===== src/rtl/stopwatch_pkg.sv =====
// Shared types, BCD limits and the BCD digit-pair increment used by the stopwatch.
package stopwatch_pkg;

    typedef enum logic [1:0] {
        IDLE  = 2'd0,
        RUN   = 2'd1,
        PAUSE = 2'd2,
        FULL  = 2'd3
    } sw_state_e;

    localparam logic [7:0] CS_MAX  = 8'h99;
    localparam logic [7:0] SEC_MAX = 8'h59;
    localparam logic [7:0] MIN_MAX = 8'h59;

    typedef struct packed {
        logic       carry;
        logic [7:0] val;
    } bcd_inc_t;

    // Two-digit BCD increment; wraps to 00 with carry once the pair reaches lim.
    function automatic bcd_inc_t bcd_inc(input logic [7:0] v, input logic [7:0] lim);
        bcd_inc_t r;
        r.carry = 1'b0;
        r.val   = v;
        if (v >= lim) begin
            r.carry = 1'b1;
            r.val   = 8'h00;
        end else if (v[3:0] >= 4'd9) begin
            r.val = {v[7:4] + 4'd1, 4'd0};
        end else begin
            r.val = {v[7:4], v[3:0] + 4'd1};
        end
        return r;
    endfunction

endpackage


===== src/rtl/key_debounce.sv =====
// Two-flop synchroniser plus sample-enabled debounce; emits a one-cycle pulse on each accepted press.
module key_debounce #(
    parameter int DEB_SAMPLES = 3
) (
    input  logic clk_i,
    input  logic rst_i,
    input  logic samp_en_i,
    input  logic key_i,
    output logic press_o
);

    localparam int CW = (DEB_SAMPLES > 1) ? $clog2(DEB_SAMPLES) : 1;
    localparam logic [CW-1:0] CNT_LAST = CW'(DEB_SAMPLES - 1);

    logic [1:0]    sync_q;
    logic          stable_q, stable_d;
    logic [CW-1:0] cnt_q, cnt_d;
    logic          press_q, press_d;

    // A level is accepted only after DEB_SAMPLES consecutive disagreeing samples.
    always_comb begin
        stable_d = stable_q;
        cnt_d    = cnt_q;
        press_d  = 1'b0;
        if (samp_en_i) begin
            if (sync_q[1] == stable_q) begin
                cnt_d = '0;
            end else if (cnt_q == CNT_LAST) begin
                stable_d = ~stable_q;
                cnt_d    = '0;
                press_d  = ~stable_q;
            end else begin
                cnt_d = cnt_q + 1'b1;
            end
        end
    end

    always_ff @(posedge clk_i) begin
        if (rst_i) begin
            sync_q   <= 2'b00;
            stable_q <= 1'b0;
            cnt_q    <= '0;
            press_q  <= 1'b0;
        end else begin
            sync_q   <= {sync_q[0], key_i};
            stable_q <= stable_d;
            cnt_q    <= cnt_d;
            press_q  <= press_d;
        end
    end

    assign press_o = press_q;

endmodule


===== src/rtl/stopwatch_ctrl.sv =====
// Stopwatch controller: key debounce, centisecond timebase, BCD mm:ss.cc cascade and run/pause/clear FSM.
module stopwatch_ctrl
    import stopwatch_pkg::*;
#(
    parameter int TICK_DIV      = 500000,
    parameter int SAMPLE_DIV    = 500000,
    parameter int DEB_SAMPLES   = 3,
    parameter int BLINK_SAMPLES = 25
) (
    input  logic       clk_50mhz,
    input  logic       rst,
    input  logic       key_ss,
    input  logic       key_clr,
    output logic [7:0] cs_bcd,
    output logic [7:0] sec_bcd,
    output logic [7:0] min_bcd,
    output logic       running,
    output logic       overflow,
    output logic       blink
);

    localparam int TW = (TICK_DIV > 1) ? $clog2(TICK_DIV) : 1;
    localparam int SW = (SAMPLE_DIV > 1) ? $clog2(SAMPLE_DIV) : 1;
    localparam int BW = (BLINK_SAMPLES > 1) ? $clog2(BLINK_SAMPLES) : 1;
    localparam logic [TW-1:0] TICK_LAST  = TW'(TICK_DIV - 1);
    localparam logic [SW-1:0] SAMP_LAST  = SW'(SAMPLE_DIV - 1);
    localparam logic [BW-1:0] BLINK_LAST = BW'(BLINK_SAMPLES - 1);

    logic [SW-1:0] samp_cnt_q, samp_cnt_d;
    logic          samp_en;
    logic          ss_p, clr_p;

    sw_state_e     state_q;
    logic [TW-1:0] tb_cnt_q, tb_cnt_d;
    logic [BW-1:0] blink_cnt_q;
    logic [7:0]    cs_q, sec_q, min_q;
    logic          running_q, overflow_q, blink_q;

    logic          tick, at_max;
    bcd_inc_t      cs_inc, sec_inc, min_inc;

    assign samp_en    = (samp_cnt_q == SAMP_LAST);
    assign samp_cnt_d = samp_en ? '0 : samp_cnt_q + 1'b1;

    always_ff @(posedge clk_50mhz) begin
        if (rst) begin
            samp_cnt_q <= '0;
        end else begin
            samp_cnt_q <= samp_cnt_d;
        end
    end

    key_debounce #(.DEB_SAMPLES(DEB_SAMPLES)) u_deb_ss (
        .clk_i     (clk_50mhz),
        .rst_i     (rst),
        .samp_en_i (samp_en),
        .key_i     (key_ss),
        .press_o   (ss_p)
    );

    key_debounce #(.DEB_SAMPLES(DEB_SAMPLES)) u_deb_clr (
        .clk_i     (clk_50mhz),
        .rst_i     (rst),
        .samp_en_i (samp_en),
        .key_i     (key_clr),
        .press_o   (clr_p)
    );

    always_comb begin
        cs_inc  = bcd_inc(cs_q, CS_MAX);
        sec_inc = bcd_inc(sec_q, SEC_MAX);
        min_inc = bcd_inc(min_q, MIN_MAX);
    end

    // at_max: every digit pair sits at its limit, i.e. 59:59.99.
    assign at_max   = cs_inc.carry & sec_inc.carry & min_inc.carry;
    assign tick     = (state_q == RUN) && (tb_cnt_q == TICK_LAST);
    assign tb_cnt_d = (tb_cnt_q == TICK_LAST) ? '0 : tb_cnt_q + 1'b1;

    always_ff @(posedge clk_50mhz) begin
        if (rst) begin
            state_q     <= IDLE;
            tb_cnt_q    <= '0;
            blink_cnt_q <= '0;
            cs_q        <= 8'h00;
            sec_q       <= 8'h00;
            min_q       <= 8'h00;
            running_q   <= 1'b0;
            overflow_q  <= 1'b0;
            blink_q     <= 1'b1;
        end else begin
            case (state_q)
                IDLE: begin
                    if (ss_p) begin
                        state_q   <= RUN;
                        running_q <= 1'b1;
                        tb_cnt_q  <= '0;
                    end
                end
                RUN: begin
                    tb_cnt_q <= tb_cnt_d;
                    if (tick && at_max) begin
                        state_q    <= FULL;
                        running_q  <= 1'b0;
                        overflow_q <= 1'b1;
                        blink_q    <= 1'b0;
                    end else begin
                        // A tick coinciding with ss_p is still counted before pausing.
                        if (tick) begin
                            cs_q <= cs_inc.val;
                            if (cs_inc.carry) begin
                                sec_q <= sec_inc.val;
                            end
                            if (cs_inc.carry && sec_inc.carry) begin
                                min_q <= min_inc.val;
                            end
                        end
                        if (ss_p) begin
                            state_q     <= PAUSE;
                            running_q   <= 1'b0;
                            blink_q     <= 1'b1;
                            blink_cnt_q <= '0;
                        end
                    end
                end
                PAUSE: begin
                    if (clr_p) begin
                        state_q <= IDLE;
                        cs_q    <= 8'h00;
                        sec_q   <= 8'h00;
                        min_q   <= 8'h00;
                        blink_q <= 1'b1;
                    end else if (ss_p) begin
                        state_q   <= RUN;
                        running_q <= 1'b1;
                        blink_q   <= 1'b1;
                    end else if (samp_en) begin
                        if (blink_cnt_q == BLINK_LAST) begin
                            blink_cnt_q <= '0;
                            blink_q     <= ~blink_q;
                        end else begin
                            blink_cnt_q <= blink_cnt_q + 1'b1;
                        end
                    end
                end
                FULL: begin
                    if (clr_p) begin
                        state_q    <= IDLE;
                        cs_q       <= 8'h00;
                        sec_q      <= 8'h00;
                        min_q      <= 8'h00;
                        overflow_q <= 1'b0;
                        blink_q    <= 1'b1;
                    end
                end
                default: begin
                    state_q <= IDLE;
                end
            endcase
        end
    end

    assign cs_bcd   = cs_q;
    assign sec_bcd  = sec_q;
    assign min_bcd  = min_q;
    assign running  = running_q;
    assign overflow = overflow_q;
    assign blink    = blink_q;

endmodule


===== config.mk =====
export PLATFORM = sky130hd
export DESIGN_NAME = stopwatch_ctrl
export DESIGN_NICKNAME = d
export VERILOG_FILES = /design/src/rtl/stopwatch_pkg.sv /design/src/rtl/key_debounce.sv /design/src/rtl/stopwatch_ctrl.sv
export SDC_FILE = /design/constraint.sdc
export NUM_CORES = 1
export LEC_CHECK = 0
export ABC_CLOCK_PERIOD_IN_PS = 7970
export BUFFER_PORTS_ARGS = -buffer_cell sky130_fd_sc_hd__buf_2
export CELL_PAD_IN_SITES_DETAIL_PLACEMENT = 0
export CELL_PAD_IN_SITES_GLOBAL_PLACEMENT = 1
export CORE_ASPECT_RATIO = 0.8
export CORE_MARGIN = 2
export CORE_UTILIZATION = 49
export DETAILED_ROUTE_END_ITERATION = 8
export HOLD_SLACK_MARGIN = 0.12
export PLACE_DENSITY_LB_ADDON = 0.1
export SETUP_SLACK_MARGIN = 0.5
export SYNTH_ARGS = -nofsm -noshare
export SYNTH_HDL_FRONTEND = slang
export SYNTH_SLANG_ARGS = --single-unit

===== constraint.sdc =====
create_clock -name clk_50mhz -period 7.97 [get_ports clk_50mhz]
set_input_delay 0.3985 -clock clk_50mhz [delete_from_list [all_inputs] [get_ports clk_50mhz]]
set_output_delay 0.3985 -clock clk_50mhz [all_outputs]
set_load 0.1 [all_outputs]

Yosys cells after proc, flatten, opt, wreduce, memory -nomap -nowiden
Cells that the tools add are included.

operators by class
  mux-type cells = 57
  reduce and logical (&&, ||, !) cells = 28
  magnitude comparators = 6
  equality and inequality tests = 28
  add/sub/neg operators = 11
  bitwise logic cells = 10

operators by type and width
  kind                                                                                 count
  8-bit 2-to-1 mux                                                                     15
  8-bit case mux with 2 select lines                                                   3
  19-bit by 1-bit adder with 19-bit output, second input constant                      2
  19-bit == test, second input constant                                                2
  19-bit 2-to-1 mux                                                                    2
  19-bit case mux with 2 select lines                                                  1
  5-bit 2-to-1 mux                                                                     6
  4-bit by 1-bit adder with 4-bit output, second input constant                        6
  5-bit AND reduction                                                                  4
  2-bit 2-to-1 mux                                                                     9
  6-bit AND reduction                                                                  3
  8-bit by 7-bit greater-or-equal comparator with 1-bit output, second input constant  2
  1-bit 2-to-1 mux                                                                     16
  4-bit greater-or-equal comparator, second input constant                             3
  2-bit by 1-bit != test with 1-bit output, second input constant                      6
  2-bit != test, second input constant                                                 6
  3-bit AND reduction                                                                  4
  5-bit case mux with 2 select lines                                                   1
  3-bit != test, second input constant                                                 3
  2-bit == test, second input constant                                                 4
  8-bit greater-or-equal comparator, second input constant                             1
  4-bit by 2-bit != test with 1-bit output, second input constant                      2
  1-bit inverter                                                                       8
  2-bit case mux with 4 select lines                                                   1
  17 further kinds                                                                     30

storage, ports and cells
  register bits after elaboration = 84
  word-level logic and storage cells = 161
  input bits = 4
  output and inout port bits = 27

Depth between registers and ports, before layout
Gate-level depths: netlist of run 1.

  depth after elaboration = 7
  depth in mapped cells = 9
  gate-level depth less buffers = 8

By module
Synthesis of run 1 repeated with hierarchy kept, for this count alone.

unflattened totals
  cells, all modules = 495
  area total of the unflattened synthesis = 4256.6 um^2

by module, submodules not included
  module          area an instance (um^2)  times used  seq. area each (um^2)  cells each
  stopwatch_ctrl  3806.2                   1           1441.4                 455
  key_debounce    225.2                    2           120.1                  20

Worst setup path after synthesis of run 1
OpenSTA, ideal clock, no wires.

  path type = register to register
  start point = register min_q[1], in the netlist min_bcd[1]
  end point = register min_q[2], in the netlist min_bcd[2]
  data required time = 7.900 ns
  buffers on the path = 0
  setup slack = 4.695 ns
  setup time = 0.070 ns
  period minus slack after synthesis = 3.275 ns
  arrival = 3.204 ns
  cell stages (with the launch flop) = 9
  path through = dfxtp_1 > inv_1 > ha_1 > or3b_2 > a41o_1 > a311oi_4 > o21ai_2 > or4b_1 > a21oi_1

between the ends
  longest elaborated chain between the ends = 7
  elaborated cells on any way between the ends = 14
  those cells by class = 1 x add/sub; 2 x order compare; 1 x eq/ne; 7 x mux; 1 x bitwise; 2 x reduce/logical

ends and longest elaborated chain
  what                                                                                         RTL line                                  source
  start, declared                                                                              stopwatch_ctrl.sv:36                      logic [7:0] cs_q, sec_q, min_q;
  start signal, assigned                                                                       stopwatch_ctrl.sv:115                     min_q <= min_inc.val;
  4-bit by 1-bit adder with 4-bit output or 4-bit greater-or-equal comparator (tied branches)  stopwatch_pkg.sv:31, stopwatch_pkg.sv:28
  8-bit 2-to-1 mux                                                                             stopwatch_pkg.sv:28                       end else if (v[3:0] >= 4'd9) begin
  8-bit 2-to-1 mux                                                                             stopwatch_pkg.sv:25                       if (v >= lim) begin
  8-bit 2-to-1 mux                                                                             stopwatch_ctrl.sv:114                     if (cs_inc.carry && sec_inc.carry) begin
  8-bit 2-to-1 mux                                                                             stopwatch_ctrl.sv:109                     if (tick) begin
  8-bit 2-to-1 mux                                                                             stopwatch_ctrl.sv:102                     if (tick && at_max) begin
  8-bit case mux with 2 select lines                                                           stopwatch_ctrl.sv:92                      case (state_q)

Several ways; a longest one is shown, not always the timed one. The select of a mux whose other input is x is not followed.
A chain may end at the register's enable or synchronous reset.

Worst setup path after layout of run 1
  start point = register tb_cnt_q[9]
  end point = register cs_q[4], in the netlist cs_bcd[4]

between the ends
  longest elaborated chain between the ends = 5
  elaborated cells on any way between the ends = 6
  those cells by class = 3 x eq/ne; 3 x reduce/logical

ends and longest elaborated chain
  what                                      RTL line               source
  start, declared                           stopwatch_ctrl.sv:34   logic [TW-1:0] tb_cnt_q, tb_cnt_d;
  start signal, assigned                    stopwatch_ctrl.sv:101  tb_cnt_q <= tb_cnt_d;
  19-bit == test (*)                        stopwatch_ctrl.sv:77   assign tick = (state_q == RUN) && (tb_cnt_q == TICK_LAST);
  1-bit logical AND (*)                     stopwatch_ctrl.sv:77
  1-bit logical AND                         stopwatch_ctrl.sv:102
  2-bit != test (no source line)            -
  5-bit AND reduction (no source line) (*)  -
  end signal, assigned                      stopwatch_ctrl.sv:110  cs_q <= cs_inc.val;
  end, declared                             stopwatch_ctrl.sv:36

Mark *: on every way between the ends. The rest lies on a longest branch, timed or not.

==> results.sh, run 1 <==
export IMPL_drt_initial_drc_count=195
export IMPL_start_util_pct=50.0
export IMPL_coreArea_um2=8410
export IMPL_final_cell_mix="dfxtp_1, nor2_1, a21oi_1, nand2_1, buf_2"
export IMPL_clock_path_buffers=2
export IMPL_via_count=3581
export IMPL_clock_latency_ns=0.35
export IMPL_yosysUniqueCellTypes=58
export IMPL_setup_tns_final_ns=0
export IMPL_antenna_found_initial=0
export IMPL_p_leak_nw=1.76
export IMPL_setup_viol=0
export IMPL_worstPathRequired_ns=8.21
export IMPL_drive_gt1_share_pct=10.8
export IMPL_portBuffers=30
export IMPL_hpwlAfterDp_um=6200
export IMPL_grt_pass1_wl_um=15000
export IMPL_place_congestion=0.809
export IMPL_ctsResizeCount=0
export IMPL_rows=30
export IMPL_post_route_min_period_ns=2.98
export IMPL_crit_type="flop to flop"
export IMPL_rsz0062_at_grt="no"
export IMPL_totalWireLength_um=8840
export IMPL_final_util_pct=55.7
export IMPL_clkPwrFrac_pct=45.7
export IMPL_die_y_um=86.8
export IMPL_cts_made_buffers=9
export IMPL_total_power_w=0.000803
export IMPL_h_tree_depth=3
export IMPL_wl_per_cell_um=13.9
export IMPL_postCtsHoldBufs=0
export IMPL_postSynthCellCount=497
export IMPL_dr_pass1_iters=4
export IMPL_final_hold_violation_count=0
export IMPL_antenna_cells=0
export IMPL_switching_share_pct=20.9
export IMPL_drc=0
export IMPL_avgSynthCellArea_um2=8.46
export IMPL_mostFrequentLayoutCell="dfxtp_1"
export IMPL_sequentialPowerShare_pct=52.8
export IMPL_post_route_period_util_pct=37.3
export IMPL_placed_cell_area_um2=4440
export IMPL_power_net_switching_w=0.000168
export IMPL_ir_worst_vdd_v=0.000125
export IMPL_max_slew_margin_pct=24.5
export IMPL_end_kind="flop"
export IMPL_path_max_fanout=12
export IMPL_yosys_warnings=0
export IMPL_post_cts_buffers=0
export IMPL_synth_edf_count=0
export IMPL_hold_path_class="primary input to flop"
export IMPL_final_cell_area_um2=4680
export IMPL_fp_dieW_um=108
export IMPL_root_buffer="clkbuf_8"
export IMPL_skew_ns=0.00748
export IMPL_status="completed"
export IMPL_clock_sinks=84
export IMPL_syn_area_um2=4200
export IMPL_setup_ws_ns=4.99
export IMPL_synth_nets=520
export IMPL_track_usage_pct=19.9
export IMPL_grt_remaining_overflow=0
export IMPL_tightest_slew_ns=1.12
export IMPL_dieArea_um2=9340
export IMPL_grt_pass1_vias=3200
export IMPL_combPwrFrac_pct=1.5
export IMPL_async_flop_share_pct=0
export IMPL_cp_start_kind="flop"
export IMPL_syn_to_final_growth_pct=11.4
export IMPL_ys_flop_type="dfxtp_1"
export IMPL_worstPathCellList="or4b_1 -> or4_4 -> a311oi_4 -> or2_1 -> nand2_1 -> mux2_1"
export IMPL_ant_nets=0
export IMPL_avgViaCountPerCell=5.61
export IMPL_grt_max_degree=54
export IMPL_clk_pin_slew_ns=0.09
export IMPL_layout_nets=544
export IMPL_critPathMaxStageDelay_ns=0.58
export IMPL_drv_cap=0
export IMPL_multi_input_area_um2=2390
export IMPL_ys_seq_elements=84
export IMPL_cts_tree="built"
export IMPL_fmax_ghz=0.336
export IMPL_p_per_area_nw_per_um2=171
export IMPL_io_pins=31
export IMPL_regArea_um2=1680
export IMPL_nFillCells=834
export IMPL_power_internal_w=0.000634
export IMPL_pre_cts_ws_ns=5.05
export IMPL_cp_arrival_ns=3.22
export IMPL_maxSlewViolCount=0
export IMPL_seq_area_frac_synth_pct=40.0
export IMPL_cp_slowest_cell="or4b_1"
==> power groups by stage <==
stage | Clock (W) | Sequential (W) | Combinational, W
after floorplan | 0 | 0.000433 | 0.00000873
after global placement | 0 | 0.000433 | 0.0000122
after detailed placement | 0 | 0.000433 | 0.0000123
after CTS | 0.000380 | 0.000424 | 0.0000124
after global routing | 0.000394 | 0.000424 | 0.0000137
final | 0.000367 | 0.000424 | 0.0000120
==> cells by family after synthesis <==
| group | Yosys count | share of synthesized area (%) |
|---|---|---|
| AOI/OAI and AO/OA | 101 | 15.7 |
| muxes | 4 | 0.982 |
| buffers and inverters | 35 | 3.15 |
| and+or+nand+nor | 226 | 28.7 |
| adders and majority gates | 19 | 5.65 |
| xor gates and xnor gates | 28 | 5.83 |
| DFF | 84 | 40.0 |
==> synth_stat cells (4+ instances only) <==
| cell | number | area share, % |
|---|---|---|
| a211oi_1 | 5 | 0.89 |
| a21oi_1 | 33 | 3.9 |
| a22oi_1 | 4 | 0.71 |
| and3_1 | 18 | 2.7 |
| and4_1 | 4 | 0.83 |
| clkbuf_1 | 18 | 1.6 |
| dfxtp_1 | 84 | 40 |
| ha_1 | 19 | 5.7 |
| inv_1 | 16 | 1.4 |
| nand2_1 | 31 | 2.8 |
| nand2b_1 | 4 | 0.60 |
| nand3_1 | 24 | 2.9 |
| nand4_1 | 13 | 1.9 |
| nand4b_1 | 4 | 0.83 |
| nor2_1 | 64 | 5.7 |
| nor2b_1 | 12 | 1.8 |
| nor3_1 | 10 | 1.2 |
| nor3b_1 | 4 | 0.71 |
| o21ai_0 | 23 | 2.7 |
| o31ai_1 | 4 | 0.71 |
| or3_1 | 9 | 1.3 |
| or4_1 | 7 | 1.2 |
| xnor2_1 | 16 | 3.3 |
| xor2_1 | 12 | 2.5 |
==> per-stage QoR <==
step / hold slack [ns] / std cells
after global routing: 0.233 / 638
after floorplan: 0.414 / 497
after CTS: 0.231 / 638
after global placement: 0.420 / 622
final: 0.251 / 638
after detailed placement: 0.426 / 622
==> sequential cells by signal, indices dropped and copies added, names as in the netlist, 2 cells and up <==
name and flops:
cs_bcd 8, state_q 2, u_deb_clr.sync_q 2, u_deb_ss.cnt_q 2, samp_cnt_q 19, u_deb_clr.cnt_q 2
tb_cnt_q 19, blink_cnt_q 5, min_bcd 8, u_deb_ss.sync_q 2, sec_bcd 8
==> critical path, delay by kind of cell, from the launching register on <==
kind | cells | cell delay [ns]
mux | 1 | 0.35
flops | 1 | 0.37
compound gates | 1 | 0.37
simple gates | 4 | 1.78
==> path summary, 6_finish.rpt <==
kind	end	cells after the start	slack, ns	from
worst max-delay path	cs_bcd[4]	6	4.99	tb_cnt_q[9]
worst min-delay path	u_deb_ss.sync_q[0]	2	0.25	key_ss
worst max register to register	cs_bcd[4]	6	4.99	tb_cnt_q[9]
worst min register to register	u_deb_clr.sync_q[1]	1	0.44	u_deb_clr.sync_q[0]
==> layer usage <==
metal  track usage (%)  vias to the layer above  part of all wire, %
met2              30.9                       32                   44
met1              27.9                     1710                   53
li1                  -                     1834                    -
met3              5.04                        5                  2.7
met4              4.90                        0                 0.69
met5                 0                        -                    0
==> layout make-up <==
cell class | count | area share (%)
multi-input cells | 378 | 51.0
flip-flops and latches | 84 | 35.9
repair buffers | 32 | 3.53
well taps | 112 | 2.99
clock buffers | 9 | 2.64
clock inverters | 7 | 2.62
inverters | 16 | 1.28
Power figures use the tool's default switching activity.
==> run 2: changes to the inputs <==
--- a/config.mk
+++ b/config.mk
@@ -5,13 +5,13 @@
 export SDC_FILE = /design/constraint.sdc
 export NUM_CORES = 1
 export LEC_CHECK = 0
-export ABC_CLOCK_PERIOD_IN_PS = 7970
+export ABC_CLOCK_PERIOD_IN_PS = 2600
 export BUFFER_PORTS_ARGS = -buffer_cell sky130_fd_sc_hd__buf_2
 export CELL_PAD_IN_SITES_DETAIL_PLACEMENT = 0
 export CELL_PAD_IN_SITES_GLOBAL_PLACEMENT = 1
 export CORE_ASPECT_RATIO = 0.8
 export CORE_MARGIN = 2
-export CORE_UTILIZATION = 49
+export CORE_UTILIZATION = 41
 export DETAILED_ROUTE_END_ITERATION = 8
 export HOLD_SLACK_MARGIN = 0.12
 export PLACE_DENSITY_LB_ADDON = 0.1
==> constraint.sdc (replaced) <==
create_clock -name clk_50mhz -period 2.6 [get_ports clk_50mhz]
set_input_delay 0.13 -clock clk_50mhz [delete_from_list [all_inputs] [get_ports clk_50mhz]]
set_output_delay 0.13 -clock clk_50mhz [all_outputs]
set_load 0.1 [all_outputs]
==> run 2 against run 1 <==
Critical path depth unchanged. First-iteration DRC count is 13% higher. Total power grew to 3.2 times the previous value. Worst setup slack got worse by 5.0 ns. Via count increased by 5.6%. Register-to-register slack got worse by 5.0 ns. Wire length up 12%. Global-route usage shrank 0.91 points. Maximum frequency is 15% higher. Largest power group unchanged.
==> results.sh, run 2 (same netlist as run 1, synthesis figures left out) <==
export IMPL_status="completed"
export IMPL_io_pins=31
export IMPL_cts_made_buffers=9
export IMPL_antenna_cells=0
export IMPL_grt_pass1_wl_um=16700
export IMPL_p_per_area_nw_per_um2=482
export IMPL_worstPathRequired_ns=2.86
export IMPL_post_route_min_period_ns=2.59
export IMPL_grt_remaining_overflow=0
export IMPL_mostFrequentLayoutCell="nor2_1"
export IMPL_cp_num_buf_inv=0
export IMPL_rows=33
export IMPL_drt_initial_drc_count=220
export IMPL_dr_pass1_iters=5
export IMPL_final_cell_mix="nor2_1, dfxtp_1, buf_4, a21oi_1, buf_2"
export IMPL_place_congestion=0.771
export IMPL_sequentialPowerShare_pct=49.9
export IMPL_h_tree_depth=3
export IMPL_dieArea_um2=11100
export IMPL_crit_family="simple AND/OR/NAND/NOR gates"
export IMPL_via_count=3782
export IMPL_placed_cell_area_um2=4780
export IMPL_tightest_slew_ns=0.791
export IMPL_ant_nets=0
export IMPL_setup_ws_ns=0.00669
export IMPL_drive_gt1_share_pct=26.7
export IMPL_coreArea_um2=10100
export IMPL_avgViaCountPerCell=5.33
export IMPL_clock_sinks=84
export IMPL_clkPwrFrac_pct=48.2
export IMPL_grt_max_degree=25
export IMPL_start_util_pct=41.6
export IMPL_switching_share_pct=21.4
export IMPL_power_internal_w=0.00203
export IMPL_layout_nets=587
export IMPL_totalWireLength_um=9910
export IMPL_fmax_ghz=0.386
export IMPL_rsz0062_at_grt="yes"
export IMPL_crit_type="flop to flop"
export IMPL_drc=0
export IMPL_wl_per_cell_um=14.0
export IMPL_syn_to_final_growth_pct=27.7
export IMPL_grt_pass1_vias=3499
export IMPL_root_buffer="clkbuf_16"
export IMPL_clock_latency_ns=0.34
export IMPL_fp_dieW_um=117
export IMPL_portBuffers=30
export IMPL_reg_top3="samp_cnt_q (19), tb_cnt_q (19)"
export IMPL_critPathMaxStageDelay_ns=0.55
export IMPL_clk_pin_slew_ns=0.06
export IMPL_end_kind="flop"
export IMPL_final_cell_area_um2=5370
export IMPL_hpwlAfterDp_um=6860
export IMPL_ir_worst_vdd_v=0.000407
export IMPL_path_max_fanout=5
export IMPL_antenna_found_initial=0
export IMPL_p_leak_nw=2.08
export IMPL_final_hold_violation_count=0
export IMPL_post_route_period_util_pct=99.7
export IMPL_maxSlewViolCount=0
export IMPL_max_slew_margin_pct=47.1
export IMPL_combPwrFrac_pct=1.8
export IMPL_drv_cap=0
export IMPL_clock_path_buffers=2
export IMPL_cp_arrival_ns=2.86
export IMPL_pre_cts_ws_ns=-0.0804
export IMPL_cts_tree="built"
export IMPL_setup_viol=0
export IMPL_worstPathCellList="or4b_4 -> or4_4 -> a311oi_4 -> o211ai_1 -> or4_1 -> a21oi_1"
export IMPL_die_y_um=94.6
export IMPL_track_usage_pct=19.0
export IMPL_power_net_switching_w=0.000552
export IMPL_hold_path_class="primary input to flop"
export IMPL_cp_start_kind="flop"
export IMPL_cp_slowest_cell="or4_4"
export IMPL_skew_ns=0.00632
[run 2: changes by cell type in the layout (fill, tap and decap cells not counted), sizes merged]
cell	previous run	this run
buf	32	73
clkbuf	9	11
inv	17	18
bufinv	3	0
clkinv	1	3
dlygate4sd3	0	2
clkinvlp	2	0
[run 2: through the flow]
stage / TNS, ns / power [W] / util [%] / hold slack (ns) / instances
5_1_grt: -0.290 / 0.00268 / 53.1 / 0.176 / 709
2_1_floorplan: 0 / 0.00135 / - / 0.258 / 497
4_1_cts: 0 / 0.00263 / 51.4 / 0.150 / 703
6_report: 0 / 0.00259 / 53.1 / 0.155 / 709
3_5_place_dp: -0.228 / 0.00136 / 47.2 / 0.351 / 679
3_3_place_gp: -0.0660 / 0.00136 / 47.2 / 0.341 / 679
[run 2: area by class of cell]
| type | instances | area (µm²) |
|---|---|---|
| Fill cell | 993 | 4750 |
| Multi-Input combinational cell | 378 | 2580 |
| Sequential cell | 84 | 1730 |
| Timing Repair Buffer | 75 | 528 |
| Clock buffer | 11 | 264 |
| Tap cell | 140 | 175 |
| Inverter | 16 | 60.1 |
| Clock inverter | 5 | 31.3 |
[run 2: per-layer routing]
| layer | track usage [%] | vias to the layer above | wire length (µm) |
|---|---|---|---|
| met2 | 29.5 | 59 | 4480 |
| met4 | 5.98 | 0 | 70 |
| met1 | 26.2 | 1789 | 4990 |
| li1 | - | 1928 | - |
| met3 | 4.36 | 6 | 381 |
| met5 | 0 | - | 0 |
[run 2: path summary, 6_finish.rpt]
| kind | startpoint | endpoint | slack (ns) | cells after the start |
|---|---|---|---|---|
| max | tb_cnt_q[14] | min_bcd[6] | 0.007 | 6 |
| min | rst | min_bcd[0] | 0.15 | 2 |
| max reg2reg | tb_cnt_q[14] | min_bcd[6] | 0.007 | 6 |
| min reg2reg | u_deb_ss.sync_q[0] | u_deb_ss.sync_q[1] | 0.44 | 1 |
[run 2: power by group through the flow]
stage	Combinational, W	Sequential, W	Clock, W
after global placement	0.0000445	0.00132	0
after global routing	0.0000535	0.00129	0.00134
after detailed placement	0.0000446	0.00132	0
after CTS	0.0000474	0.00129	0.00129
final	0.0000474	0.00129	0.00125
after floorplan	0.0000269	0.00132	0
[run 2: what timing repair did]
item | 4_1_cts | 5_1_grt
pin swaps | 4 | 18
hold buffers | 2 | 0
setup endpoints to repair | 48 | 50
endpoints found under the hold margin | 2 | 0
buffers inserted | 6 | 6
resized for setup | 13 | 31
[run 2: worst reg2reg max path: cells and delay by family (launching register included)]
| family | cells | cell delay, ns |
|---|---|---|
| AND/OR/NAND/NOR | 3 | 1.51 |
| AO/OA/AOI/OAI | 3 | 0.69 |
| flip-flops | 1 | 0.32 |
